<file path="config.mk">
export PLATFORM = sky130hd
export DESIGN_NAME = alu_seq8
export DESIGN_NICKNAME = d
export VERILOG_FILES = /design/src/rtl/alu8_pkg.sv /design/src/rtl/alu8_muldiv_iter.sv /design/src/rtl/alu_seq8.sv
export SDC_FILE = /design/constraint.sdc
export NUM_CORES = 1
export LEC_CHECK = 0
export CORE_ASPECT_RATIO = 0.6
export CORE_MARGIN = 4
export CORE_UTILIZATION = 45
export DETAILED_ROUTE_END_ITERATION = 10
export PLACE_DENSITY_LB_ADDON = 0.12
export SYNTH_ARGS = -nofsm -noshare
export SYNTH_HDL_FRONTEND = slang
export SYNTH_HIERARCHICAL = 1
export SYNTH_SLANG_ARGS = --single-unit
</file>
<file path="constraint.sdc">
create_clock -name Clk -period 2.8 [get_ports Clk]
set_input_delay 0.42 -clock Clk [delete_from_list [all_inputs] [get_ports Clk]]
set_output_delay 0.42 -clock Clk [all_outputs]
set_load 0.01 [all_outputs]
</file>
<file path="src/rtl/alu8_pkg.sv">
// rtl/alu8_pkg.sv - shared opcodes, FSM states and flag helper for the 8-bit ALU sequencer
package alu8_pkg;

  localparam logic [2:0] OP_ADD = 3'b000;
  localparam logic [2:0] OP_SUB = 3'b001;
  localparam logic [2:0] OP_AND = 3'b010;
  localparam logic [2:0] OP_OR  = 3'b011;
  localparam logic [2:0] OP_XOR = 3'b100;
  localparam logic [2:0] OP_MUL = 3'b101;
  localparam logic [2:0] OP_DIV = 3'b110;
  localparam logic [2:0] OP_NOT = 3'b111;

  localparam int ITER_W = 3;

  typedef enum logic [1:0] {
    S_IDLE,
    S_EXEC,
    S_ITER,
    S_DONE
  } state_t;

  typedef struct packed {
    logic overflow;
    logic zero;
    logic negative;
    logic error;
  } flags_t;

  function automatic flags_t make_flags(input logic [7:0] res, input logic ovf, input logic dz);
    flags_t f;
    f.overflow = ovf;
    f.zero     = (res == 8'h00);
    f.negative = res[7];
    f.error    = dz;
    return f;
  endfunction

endpackage

</file>
<file path="src/rtl/alu8_muldiv_iter.sv">
// rtl/alu8_muldiv_iter.sv - one-bit-per-cycle shift-add multiplier / restoring divider
module alu8_muldiv_iter (
  input  logic       clk,
  input  logic       rst_n,
  input  logic       load,
  input  logic       step,
  input  logic       is_div,
  input  logic [7:0] a,
  input  logic [7:0] b,
  output logic [7:0] res_next,
  output logic       ovf_next
);

  logic       div_q;
  logic [7:0] m_q;   // multiplicand (mult) or divisor (div)
  logic [7:0] hi_q;  // product high half or partial remainder
  logic [7:0] lo_q;  // multiplier shifting out / quotient shifting in

  logic [8:0] add9;
  logic [7:0] mul_hi, mul_lo;
  logic [8:0] shl9;
  logic [7:0] dif8;
  logic       fits;
  logic [7:0] div_hi, div_lo;
  logic [7:0] hi_nx, lo_nx;

  always_comb begin
    add9   = {1'b0, hi_q} + (lo_q[0] ? {1'b0, m_q} : 9'd0);
    mul_hi = add9[8:1];
    mul_lo = {add9[0], lo_q[7:1]};

    // When the divisor fits, the true difference is below 256 so 8 bits suffice.
    shl9   = {hi_q, lo_q[7]};
    fits   = (shl9 >= {1'b0, m_q});
    dif8   = shl9[7:0] - m_q;
    div_hi = fits ? dif8 : shl9[7:0];
    div_lo = {lo_q[6:0], fits};

    hi_nx    = div_q ? div_hi : mul_hi;
    lo_nx    = div_q ? div_lo : mul_lo;
    res_next = lo_nx;
    ovf_next = div_q ? 1'b0 : (mul_hi != 8'h00);
  end

  always_ff @(posedge clk or negedge rst_n) begin
    if (!rst_n) begin
      div_q <= 1'b0;
      m_q   <= 8'h00;
      hi_q  <= 8'h00;
      lo_q  <= 8'h00;
    end else if (load) begin
      div_q <= is_div;
      m_q   <= is_div ? b : a;
      hi_q  <= 8'h00;
      lo_q  <= is_div ? a : b;
    end else if (step) begin
      hi_q <= hi_nx;
      lo_q <= lo_nx;
    end
  end

endmodule

</file>
<file path="src/rtl/alu_seq8.sv">
// rtl/alu_seq8.sv - sequencing controller for the 8-bit ALU: single-cycle ops plus iterative mult/div
module alu_seq8
  import alu8_pkg::*;
#(
  parameter int ITER = 8
) (
  input  logic       Clk,
  input  logic       Reset_n,
  input  logic       Start,
  input  logic [7:0] A,
  input  logic [7:0] B,
  input  logic [2:0] Op,
  output logic       Busy,
  output logic       Done,
  output logic [7:0] Result,
  output logic       Overflow,
  output logic       Zero,
  output logic       Negative,
  output logic       Error
);

  state_t            state;
  logic [ITER_W-1:0] count;
  logic              exec_ph;
  logic [7:0]        a_q, b_q;
  logic [2:0]        op_q;
  flags_t            flags_q;

  logic       accept;
  logic       go_iter;
  logic [7:0] md_res;
  logic       md_ovf;

  logic [8:0] sum9;
  logic [7:0] exec_res;
  logic       exec_ovf;
  logic       exec_dz;

  assign accept  = Start && (state == S_IDLE || state == S_DONE);
  assign go_iter = (Op == OP_MUL) || (Op == OP_DIV && B != 8'h00);

  alu8_muldiv_iter u_muldiv (
    .clk      (Clk),
    .rst_n    (Reset_n),
    .load     (accept),
    .step     (state == S_ITER),
    .is_div   (Op == OP_DIV),
    .a        (A),
    .b        (B),
    .res_next (md_res),
    .ovf_next (md_ovf)
  );

  // Only non-iterative ops reach EXEC; divide here always means divide by zero.
  always_comb begin
    sum9     = {1'b0, a_q} + {1'b0, b_q};
    exec_res = 8'h00;
    exec_ovf = 1'b0;
    exec_dz  = 1'b0;
    case (op_q)
      OP_ADD: begin
        exec_res = sum9[7:0];
        exec_ovf = sum9[8];
      end
      OP_SUB: begin
        exec_res = a_q - b_q;
        exec_ovf = (a_q < b_q);
      end
      OP_AND: exec_res = a_q & b_q;
      OP_OR:  exec_res = a_q | b_q;
      OP_XOR: exec_res = a_q ^ b_q;
      OP_NOT: exec_res = ~a_q;
      OP_DIV: exec_dz  = 1'b1;
      default: exec_res = 8'h00;
    endcase
  end

  always_ff @(posedge Clk or negedge Reset_n) begin
    if (!Reset_n) begin
      state   <= S_IDLE;
      count   <= '0;
      exec_ph <= 1'b0;
      a_q     <= 8'h00;
      b_q     <= 8'h00;
      op_q    <= OP_ADD;
      Busy    <= 1'b0;
      Done    <= 1'b0;
      Result  <= 8'h00;
      flags_q <= '0;
    end else begin
      Done <= 1'b0;
      case (state)
        S_IDLE, S_DONE: begin
          if (Start) begin
            a_q     <= A;
            b_q     <= B;
            op_q    <= Op;
            count   <= '0;
            exec_ph <= 1'b0;
            Busy    <= 1'b1;
            state   <= go_iter ? S_ITER : S_EXEC;
          end else begin
            state <= S_IDLE;
          end
        end
        // EXEC spends two cycles so simple ops complete two edges after Start.
        S_EXEC: begin
          if (!exec_ph) begin
            exec_ph <= 1'b1;
          end else begin
            exec_ph <= 1'b0;
            Result  <= exec_res;
            flags_q <= make_flags(exec_res, exec_ovf, exec_dz);
            Done    <= 1'b1;
            Busy    <= 1'b0;
            state   <= S_DONE;
          end
        end
        S_ITER: begin
          count <= count + 1'b1;
          if (count == ITER_W'(ITER - 1)) begin
            Result  <= md_res;
            flags_q <= make_flags(md_res, md_ovf, 1'b0);
            Done    <= 1'b1;
            Busy    <= 1'b0;
            state   <= S_DONE;
          end
        end
        default: state <= S_IDLE;
      endcase
    end
  end

  assign Overflow = flags_q.overflow;
  assign Zero     = flags_q.zero;
  assign Negative = flags_q.negative;
  assign Error    = flags_q.error;

endmodule
</file>
==> results_tabular.tex, run 1 <==
\begin{tabular}{lr}
\hline
Metric & Value \\
\hline
\multicolumn{2}{l}{\textbf{Outcome}} \\
Status & complete, no violations \\
\multicolumn{2}{l}{\textbf{STA}} \\
Minimum setup slack in the final design & 0.0273 ns \\
Final Hold Violating Endpoints & 0 \\
Max-slew violation total from the final report & 0 \\
Maximum achievable frequency & 0.361 GHz \\
RSZ-0062 raised after global routing & true \\
Worst slew margin relative to its limit & between 40\% and 50\% \\
Hold slack & roughly 0.16 ns \\
Total negative slack & 0 ns \\
Min Tclk post-route & 2.77 ns \\
Final setup violation count & 0 \\
Slew at the pin closest to its max-slew limit & between 0.7 and 0.8 ns \\
Fin crit share & 99.0\% \\
Worst clock skew & a little under 0.007 ns \\
\multicolumn{2}{l}{\textbf{Layout}} \\
Count of inserted antenna diode cells & 0 \\
Most frequent standard cell in the layout excluding fill and tap cells & sky130\_fd\_sc\_hd\_\_dfrtp\_1 \\
Area grow syn2layout & 17.6\% \\
Share of final-layout standard cells stronger than drive strength 1 & 13.4\% \\
\# nets final & around 700 \\
Share of the core filled with cells & 55.5\% \\
Most frequent cells in the layout & 63 x sky130\_fd\_sc\_hd\_\_dfrtp\_1, 56 x sky130\_fd\_sc\_hd\_\_o21ai\_0, 54 x sky130\_fd\_sc\_hd\_\_nand2\_1 \\
\multicolumn{2}{l}{\textbf{Setup path}} \\
Reg2Reg Setup Slack & 0.03 ns \\
Buf+Inv Stages, Crit Path & 0 \\
Longest individual stage delay on the worst path & 0.54 ns \\
Highest net fanout along the worst path & 2 \\
CP top delay family & simple AND/OR/NAND/NOR gates \\
Startpoint type of the worst setup path & flop \\
Endpoint kind of the worst setup timing path & flop \\
Arrival time of data at the critical path endpoint & 2.98 ns \\
FF-to-FF End & Overflow\$\_DFFE\_PN0P\_ \\
CP required & 3.01 ns \\
Critical Path, Cell by Cell & and2\_1 > ha\_2 > fa\_2 > a21o\_1 > a21oi\_2 > xnor2\_1 > or4\_4 > nor3\_2 > a31oi\_1 > a32oi\_1 > o21ai\_1 \\
Worst flop-to-flop path startpoint & u\_muldiv/m\_q[0]\$\_DFFE\_PN0P\_ \\
Type of the worst setup path & reg2reg \\
Cell depth of the worst flop-to-flop path & 11 \\
Cell at the slowest stage of the critical path & sky130\_fd\_sc\_hd\_\_or4\_4 \\
\multicolumn{2}{l}{\textbf{Flow run}} \\
Max-cap check violation count & 0 \\
\multicolumn{2}{l}{\textbf{Detailed routing}} \\
Via count & 4622 \\
Remaining antenna violation count after routing & 0 \\
Post-route DRC & 0 \\
Total Routed Length & 15.7 mm \\
First-pass DRT Iterations & 5 \\
Wire length per cell after detailed routing & 20.3 um \\
Average vias per placed instance & 5.98 \\
Initial drt markers & 420 \\
\multicolumn{2}{l}{\textbf{Placement}} \\
I/O Buffers & 35 \\
Placement-stage worst setup slack & -0.198 ns \\
Routability congestion estimate from global placement & just under 1 \\
Total half-perimeter wirelength after legalization and detailed placement & 12.4 mm \\
\multicolumn{2}{l}{\textbf{Yosys}} \\
Ys Warns & 6 \\
Syn Area/Cell & 8.74 um\^{}2 \\
Fraction of registers with async set/reset & 100\% \\
Area share of the leading cell type in the synthesized netlist & 30.8\% \\
Number of instances in the synthesized netlist & 586 \\
Library cell occupying the most area in the post-synthesis netlist & sky130\_fd\_sc\_hd\_\_dfrtp\_1 \\
Synth cell types & 70 \\
Summed instance area of the synthesized netlist & 5120 um\^{}2 \\
Most used DFF post-synth & sky130\_fd\_sc\_hd\_\_dfrtp\_1 \\
Biggest area contributors in the synthesized netlist & sky130\_fd\_sc\_hd\_\_dfrtp\_1 31\%, sky130\_fd\_sc\_hd\_\_ha\_1 11\%, sky130\_fd\_sc\_hd\_\_o21ai\_0 5.6\% \\
Seq cells post-synth & 63 \\
Fraction of the yosys area taken by sequential cells & 30.8\% \\
Nets in the synthesized netlist & 657 \\
Number of flops mapped to enable cells by yosys & 0 \\
\multicolumn{2}{l}{\textbf{Power and ir drop}} \\
Leakage Power & 2.70 nW \\
Part of the power in registers & roughly 22\% \\
Net Sw Power & 4.16 mW \\
Total power after layout & 8.45 mW \\
Switching share of power & 49.3\% \\
Proportion of power drawn by the clock network & 12.1\% \\
Areal power density over the cells & 1400 nW/um\^{}2 \\
Internal power consumption & 4.29 mW \\
Worst vdd ir & 0.599 mV \\
Part of the total power dissipated in combinational logic & 66.3\% \\
\multicolumn{2}{l}{\textbf{Clock tree}} \\
Clock buffer count from CTS & 9 \\
Clock root buffer & sky130\_fd\_sc\_hd\_\_clkbuf\_16 \\
Buffer depth of the longest clock path & 2 \\
CTS tree & built \\
Worst-skew pair later-pin latency & 0.33 ns \\
Clock transition at the registers of the reported paths & 0.05 ns \\
Clk sink count & 63 \\
CTS HTree Levels & 3 \\
\multicolumn{2}{l}{\textbf{GRT}} \\
Initial antenna violation count & 0 \\
Via count of the first global-routing pass & 4496 \\
Wire length of the first global-routing pass & 25.4 mm \\
Gr ovfl total & 0 \\
GRT Resource Usage Total & roughly a quarter \\
Largest net degree at the start of global routing & 59 \\
\multicolumn{2}{l}{\textbf{Floorplan}} \\
Area of the core & around 11000 um\^{}2 \\
Number of ports placed on the die boundary & 36 \\
Die Outline Area & 13200 um\^{}2 \\
Starting utilization of the core area & 47.2\% \\
Standard-cell rows & 29 \\
Width of the chip & 146 um \\
Die Y-Extent & just over 90 um \\
\multicolumn{2}{l}{\textbf{Hold path}} \\
Class of the tightest hold or removal check & in2async \\
\hline
\end{tabular}
power groups by stage:
stage          logic, mW  registers, mW  clock network [mW]
6_report            5.60           1.83                1.02
5_1_grt             6.19           1.89                1.07
4_1_cts             5.45           1.81                1.04
3_5_place_dp        5.37           1.82                   0
3_3_place_gp        5.28           1.80                   0
2_1_floorplan       3.85           1.65                   0
worst max-delay path by stage:
stage,start,to,slack [ns],depth (start not counted)
3_5_place_dp,u_muldiv/m_q[0]$_DFFE_PN0P_,Overflow$_DFFE_PN0P_,-0.20,11
6_report,u_muldiv/m_q[0]$_DFFE_PN0P_,Overflow$_DFFE_PN0P_,0.03,11
3_3_place_gp,u_muldiv/m_q[0]$_DFFE_PN0P_,Overflow$_DFFE_PN0P_,0.006,11
4_1_cts,u_muldiv/m_q[0]$_DFFE_PN0P_,Overflow$_DFFE_PN0P_,0.03,11
2_1_floorplan,u_muldiv/lo_q[0]$_DFFE_PN0P_,Overflow$_DFFE_PN0P_,0.16,11
5_1_grt,u_muldiv/m_q[0]$_DFFE_PN0P_,Overflow$_DFFE_PN0P_,-0.17,11
cell type report:
cell class | count | area (um^2)
timing repair buffer | 62 | 573
tap | 139 | 174
clock buffer | 11 | 243
sequential | 63 | 1580
fill | 1023 | 4820
multi-input combinational | 454 | 3290
inverter | 40 | 150
clock inverter | 4 | 22.5
sequential cells by signal (all words and copies together), names as in the netlist:
signal,cells
u_muldiv/hi_q,8
Overflow,1
state,2
Zero,1
Error,1
u_muldiv/lo_q,8
op_q,3
Result,8
b_q,8
count,3
exec_ph,1
a_q,8
Busy,1
u_muldiv/div_q,1
u_muldiv/m_q,8
Done,1
stage by stage:
stage               instance area, um^2  std cells
floorplan                          5120        586
global placement                   5700        756
detailed placement                 5700        756
CTS                                5990        772
global route                       6020        773
finish                             6020        773
routing by layer:
metal | GRT usage, % | part of all wire (%)
met1 | 38.9 | 52
met2 | 30.7 | 36
met3 | 9.03 | 11
met4 | 4.66 | 0.83
met5 | 0 | 0
kinds of logic (layout without fill, tap and decap cells):
family	Yosys count	after routing	share of synthesized area (%)
DFF	63	63	30.8
and+or+nand+nor	163	163	15.8
AOI/OAI and AO/OA	183	183	22.9
muxes	46	46	9.77
xor gates and xnor gates	13	13	2.22
adders and majority gates	49	49	12.6
buffers and inverters	69	117	5.91
Yosys cell counts (3+ instances only):
master / n
sky130_fd_sc_hd__nor2b_1: 7
sky130_fd_sc_hd__nand2_1: 54
sky130_fd_sc_hd__a21o_1: 6
sky130_fd_sc_hd__o21ai_0: 57
sky130_fd_sc_hd__clkbuf_1: 13
sky130_fd_sc_hd__a22oi_1: 4
sky130_fd_sc_hd__xnor2_1: 6
sky130_fd_sc_hd__o21a_1: 6
sky130_fd_sc_hd__a32oi_1: 4
sky130_fd_sc_hd__inv_1: 37
sky130_fd_sc_hd__o21bai_1: 8
sky130_fd_sc_hd__nand3_1: 11
sky130_fd_sc_hd__dfrtp_1: 63
sky130_fd_sc_hd__a21oi_1: 40
sky130_fd_sc_hd__o311a_1: 3
sky130_fd_sc_hd__o21ai_1: 10
sky130_fd_sc_hd__o22ai_1: 4
sky130_fd_sc_hd__mux2_2: 18
sky130_fd_sc_hd__ha_1: 45
sky130_fd_sc_hd__mux2i_1: 26
sky130_fd_sc_hd__nor4_1: 5
sky130_fd_sc_hd__nor2_1: 32
sky130_fd_sc_hd__a31oi_1: 3
sky130_fd_sc_hd__xor2_1: 7
sky130_fd_sc_hd__buf_6: 3
sky130_fd_sc_hd__o311ai_1: 4
sky130_fd_sc_hd__buf_2: 8
sky130_fd_sc_hd__fa_1: 4
sky130_fd_sc_hd__and2_1: 11
sky130_fd_sc_hd__or3_1: 4
sky130_fd_sc_hd__nand2b_1: 11
sky130_fd_sc_hd__o211ai_1: 3
sky130_fd_sc_hd__a211oi_1: 8
sky130_fd_sc_hd__buf_4: 3
sky130_fd_sc_hd__nor3_1: 10
what timing repair did:
| action | CTS | global route |
|---|---|---|
| pin swaps | 2 | 3 |
| endpoints found under the hold margin | 0 | 0 |
| gates resized for setup | 5 | 6 |
| setup endpoints to repair | 1 | 3 |
| cloned | 0 | 0 |
| buffers inserted | 1 | 1 |
| hold buffers | 0 | 0 |
Note: power is estimated with default switching activity, not from simulation.
==> inputs of run 2 (changes only) <==
--- a/config.mk
+++ b/config.mk
@@ -9,7 +9,8 @@
 export CORE_MARGIN = 4
 export CORE_UTILIZATION = 45
 export DETAILED_ROUTE_END_ITERATION = 10
-export PLACE_DENSITY_LB_ADDON = 0.12
+export PLACE_DENSITY = 0.66
+export SLEW_MARGIN = 10
 export SYNTH_ARGS = -nofsm -noshare
 export SYNTH_HDL_FRONTEND = slang
 export SYNTH_HIERARCHICAL = 1
==> results_tabular.tex, run 2 (synthesis gave the netlist of run 1 again) <==
\begin{tabular}{lr}
\hline
Metric & Value \\
\hline
\multicolumn{2}{l}{\textbf{Outcome}} \\
Status & complete, but fails checks \\
Failing checks & setup timing \\
\multicolumn{2}{l}{\textbf{Hold path}} \\
Class of the tightest hold or removal check & in2async \\
\multicolumn{2}{l}{\textbf{Clock tree}} \\
Clock transition at the registers of the reported paths & 0.06 ns \\
CTS tree & built \\
Buffer depth of the longest clock path & 2 \\
Worst-skew pair later-pin latency & 0.33 ns \\
Setup bufs post-CTS & 0 \\
Clock root buffer & sky130\_fd\_sc\_hd\_\_clkbuf\_16 \\
Number of buffers inserted by hold repair at cts & 0 \\
Clk sink count & 63 \\
Clock buffer count from CTS & 9 \\
CTS HTree Levels & 3 \\
\multicolumn{2}{l}{\textbf{STA}} \\
Maximum achievable frequency & 0.357 GHz \\
RSZ-0062 raised after global routing & true \\
Minimum setup slack in the final design & -0.00198 ns \\
Max-slew violation total from the final report & 0 \\
Hold slack & 0.271 ns \\
Worst clock skew & 0.00849 ns \\
Worst slew margin relative to its limit & between 40 and 50\% \\
Final setup violation count & 1 \\
Fin crit share & 100\% \\
Final Hold Violating Endpoints & 0 \\
Min Tclk post-route & 2.80 ns \\
Slew at the pin closest to its max-slew limit & 0.827 ns \\
\multicolumn{2}{l}{\textbf{Floorplan}} \\
Width of the chip & 146 um \\
Die Y-Extent & 90.6 um \\
Area of the core & 10800 um\^{}2 \\
Standard-cell rows & 29 \\
Number of ports placed on the die boundary & 36 \\
Starting utilization of the core area & a little under half \\
Die Outline Area & 13200 um\^{}2 \\
\multicolumn{2}{l}{\textbf{Setup path}} \\
CP top delay family & simple AND/OR/NAND/NOR gates \\
CP required & between 3 and 4 ns \\
Buf+Inv Stages, Crit Path & 0 \\
Arrival time of data at the critical path endpoint & 3.02 ns \\
Type of the worst setup path & reg2reg \\
Highest net fanout along the worst path & 2 \\
Critical Path, Cell by Cell & and2\_1 > ha\_1 > fa\_2 > a21o\_1 > a21oi\_2 > xnor2\_1 > or4\_4 > nor3\_2 > a31oi\_1 > a32oi\_1 > o21ai\_0 \\
Startpoint type of the worst setup path & flop \\
Cell at the slowest stage of the critical path & sky130\_fd\_sc\_hd\_\_or4\_4 \\
Endpoint kind of the worst setup timing path & flop \\
Longest individual stage delay on the worst path & around 0.53 ns \\
\multicolumn{2}{l}{\textbf{Detailed routing}} \\
Remaining antenna violation count after routing & 0 \\
Total Routed Length & 15.6 mm \\
Highest metal used & met4 \\
Average vias per placed instance & 6.09 \\
Routed length on met3 & 1.85 mm \\
Post-route DRC & 0 \\
Initial drt markers & roughly 400 \\
Wl on met1 & around 7.5 mm \\
Metal2 WL & between 6 and 7 mm \\
Wire length per cell after detailed routing & 20.3 um \\
Via count & 4674 \\
First-pass DRT Iterations & 5 \\
\multicolumn{2}{l}{\textbf{GRT}} \\
Via count of the first global-routing pass & roughly 4500 \\
GRT Resource Usage Total & 23.8\% \\
Initial antenna violation count & 0 \\
Wire length of the first global-routing pass & 24.9 mm \\
Gr ovfl total & 0 \\
Largest net degree at the start of global routing & 64 \\
\multicolumn{2}{l}{\textbf{Power and ir drop}} \\
Areal power density over the cells & between 1000 and 1500 nW/um\^{}2 \\
Worst vdd ir & 0.543 mV \\
Total power after layout & 8.41 mW \\
Leakage Power & 2.67 nW \\
\multicolumn{2}{l}{\textbf{Layout}} \\
Number of inserted filler cells in the final layout & 951 \\
Area grow syn2layout & 16.6\% \\
Most frequent cells in the layout & 63 x sky130\_fd\_sc\_hd\_\_dfrtp\_1, 57 x sky130\_fd\_sc\_hd\_\_o21ai\_0, 54 x sky130\_fd\_sc\_hd\_\_nand2\_1 \\
Footprint of the multi-input gates & approximately 3300 um\^{}2 \\
Share of final-layout standard cells stronger than drive strength 1 & 11.9\% \\
Sequential cell area & 1580 um\^{}2 \\
\# nets final & 696 \\
Most frequent standard cell in the layout excluding fill and tap cells & sky130\_fd\_sc\_hd\_\_dfrtp\_1 \\
Count of inserted antenna diode cells & 0 \\
\multicolumn{2}{l}{\textbf{Placement}} \\
Routability congestion estimate from global placement & 0.915 \\
I/O Buffers & 35 \\
Total half-perimeter wirelength after legalization and detailed placement & 11.9 mm \\
\multicolumn{2}{l}{\textbf{Flow run}} \\
Max-cap check violation count & 0 \\
\hline
\end{tabular}
run 2: path summary, 6_finish.rpt:
check	slack (ns)	endpoint	cells past startpoint	from
setup / recovery	-0.002	Overflow$_DFFE_PN0P_	11	u_muldiv/lo_q[0]$_DFFE_PN0P_
hold / removal	0.27	u_muldiv/hi_q[5]$_DFFE_PN0P_	2	Reset_n
setup reg to reg	-0.002	Overflow$_DFFE_PN0P_	11	u_muldiv/lo_q[0]$_DFFE_PN0P_
hold reg to reg	0.48	Result[2]$_DFFE_PN0P_	2	Result[2]$_DFFE_PN0P_
max in group asynchronous	1.98	a_q[6]$_DFFE_PN0P_	2	Reset_n
min in group Clk	0.48	Result[2]$_DFFE_PN0P_	2	Result[2]$_DFFE_PN0P_
run 2: area by class of cell:
class	count	share of cell area, %
Multi-Input combinational cell	454	54.7
Timing Repair Buffer	57	8.76
Tap cell	139	2.91
Sequential cell	63	26.4
Inverter	40	2.51
Clock buffer	14	4.76
run 2: per-stage QoR:
| stage | cell area, um^2 | setup slack, ns | TNS, ns | cells | utilization (%) |
|---|---|---|---|---|---|
| final | 5970 | -0.00198 | -0.00198 | 767 | 55.0 |
| after global routing | 5970 | -0.0888 | -0.0888 | 767 | 55.0 |
| after CTS | 5960 | 0.0567 | 0 | 767 | 54.9 |
| after detailed placement | 5670 | -0.0337 | -0.0337 | 753 | 52.2 |
| after global placement | 5670 | 0.0695 | 0 | 753 | 52.2 |
| after floorplan | 5120 | 0.156 | 0 | 586 | - |
run 2: layer usage:
| layer | vias to the layer above | GRT usage (%) |
|---|---|---|
| met3 | 20 | 8.02 |
| met5 | - | 0 |
| met1 | 2221 | 36.7 |
| met4 | 0 | 4.19 |
| li1 | 2178 | - |
| met2 | 255 | 31.9 |
run 2: repair_timing:
| item | in CTS | in global routing |
|---|---|---|
| resized for setup | 2 | 4 |
| setup endpoints to repair | 1 | 2 |
| pin swaps | 0 | 2 |
run 2: where the power goes:
group,internal [mW],switching [mW]
logic,2.27,3.27
clock network,0.686,0.393
registers,1.34,0.451
total,4.30,4.12
run 2: worst register-to-register path, delay by kind of cell (launching register included):
kind	cells	cell delay [ns]
AOI/OAI and AO/OA	5	0.79
xor gates and xnor gates	1	0.11
adders and majority gates	2	0.59
DFF	1	0.38
and+or+nand+nor	3	0.81
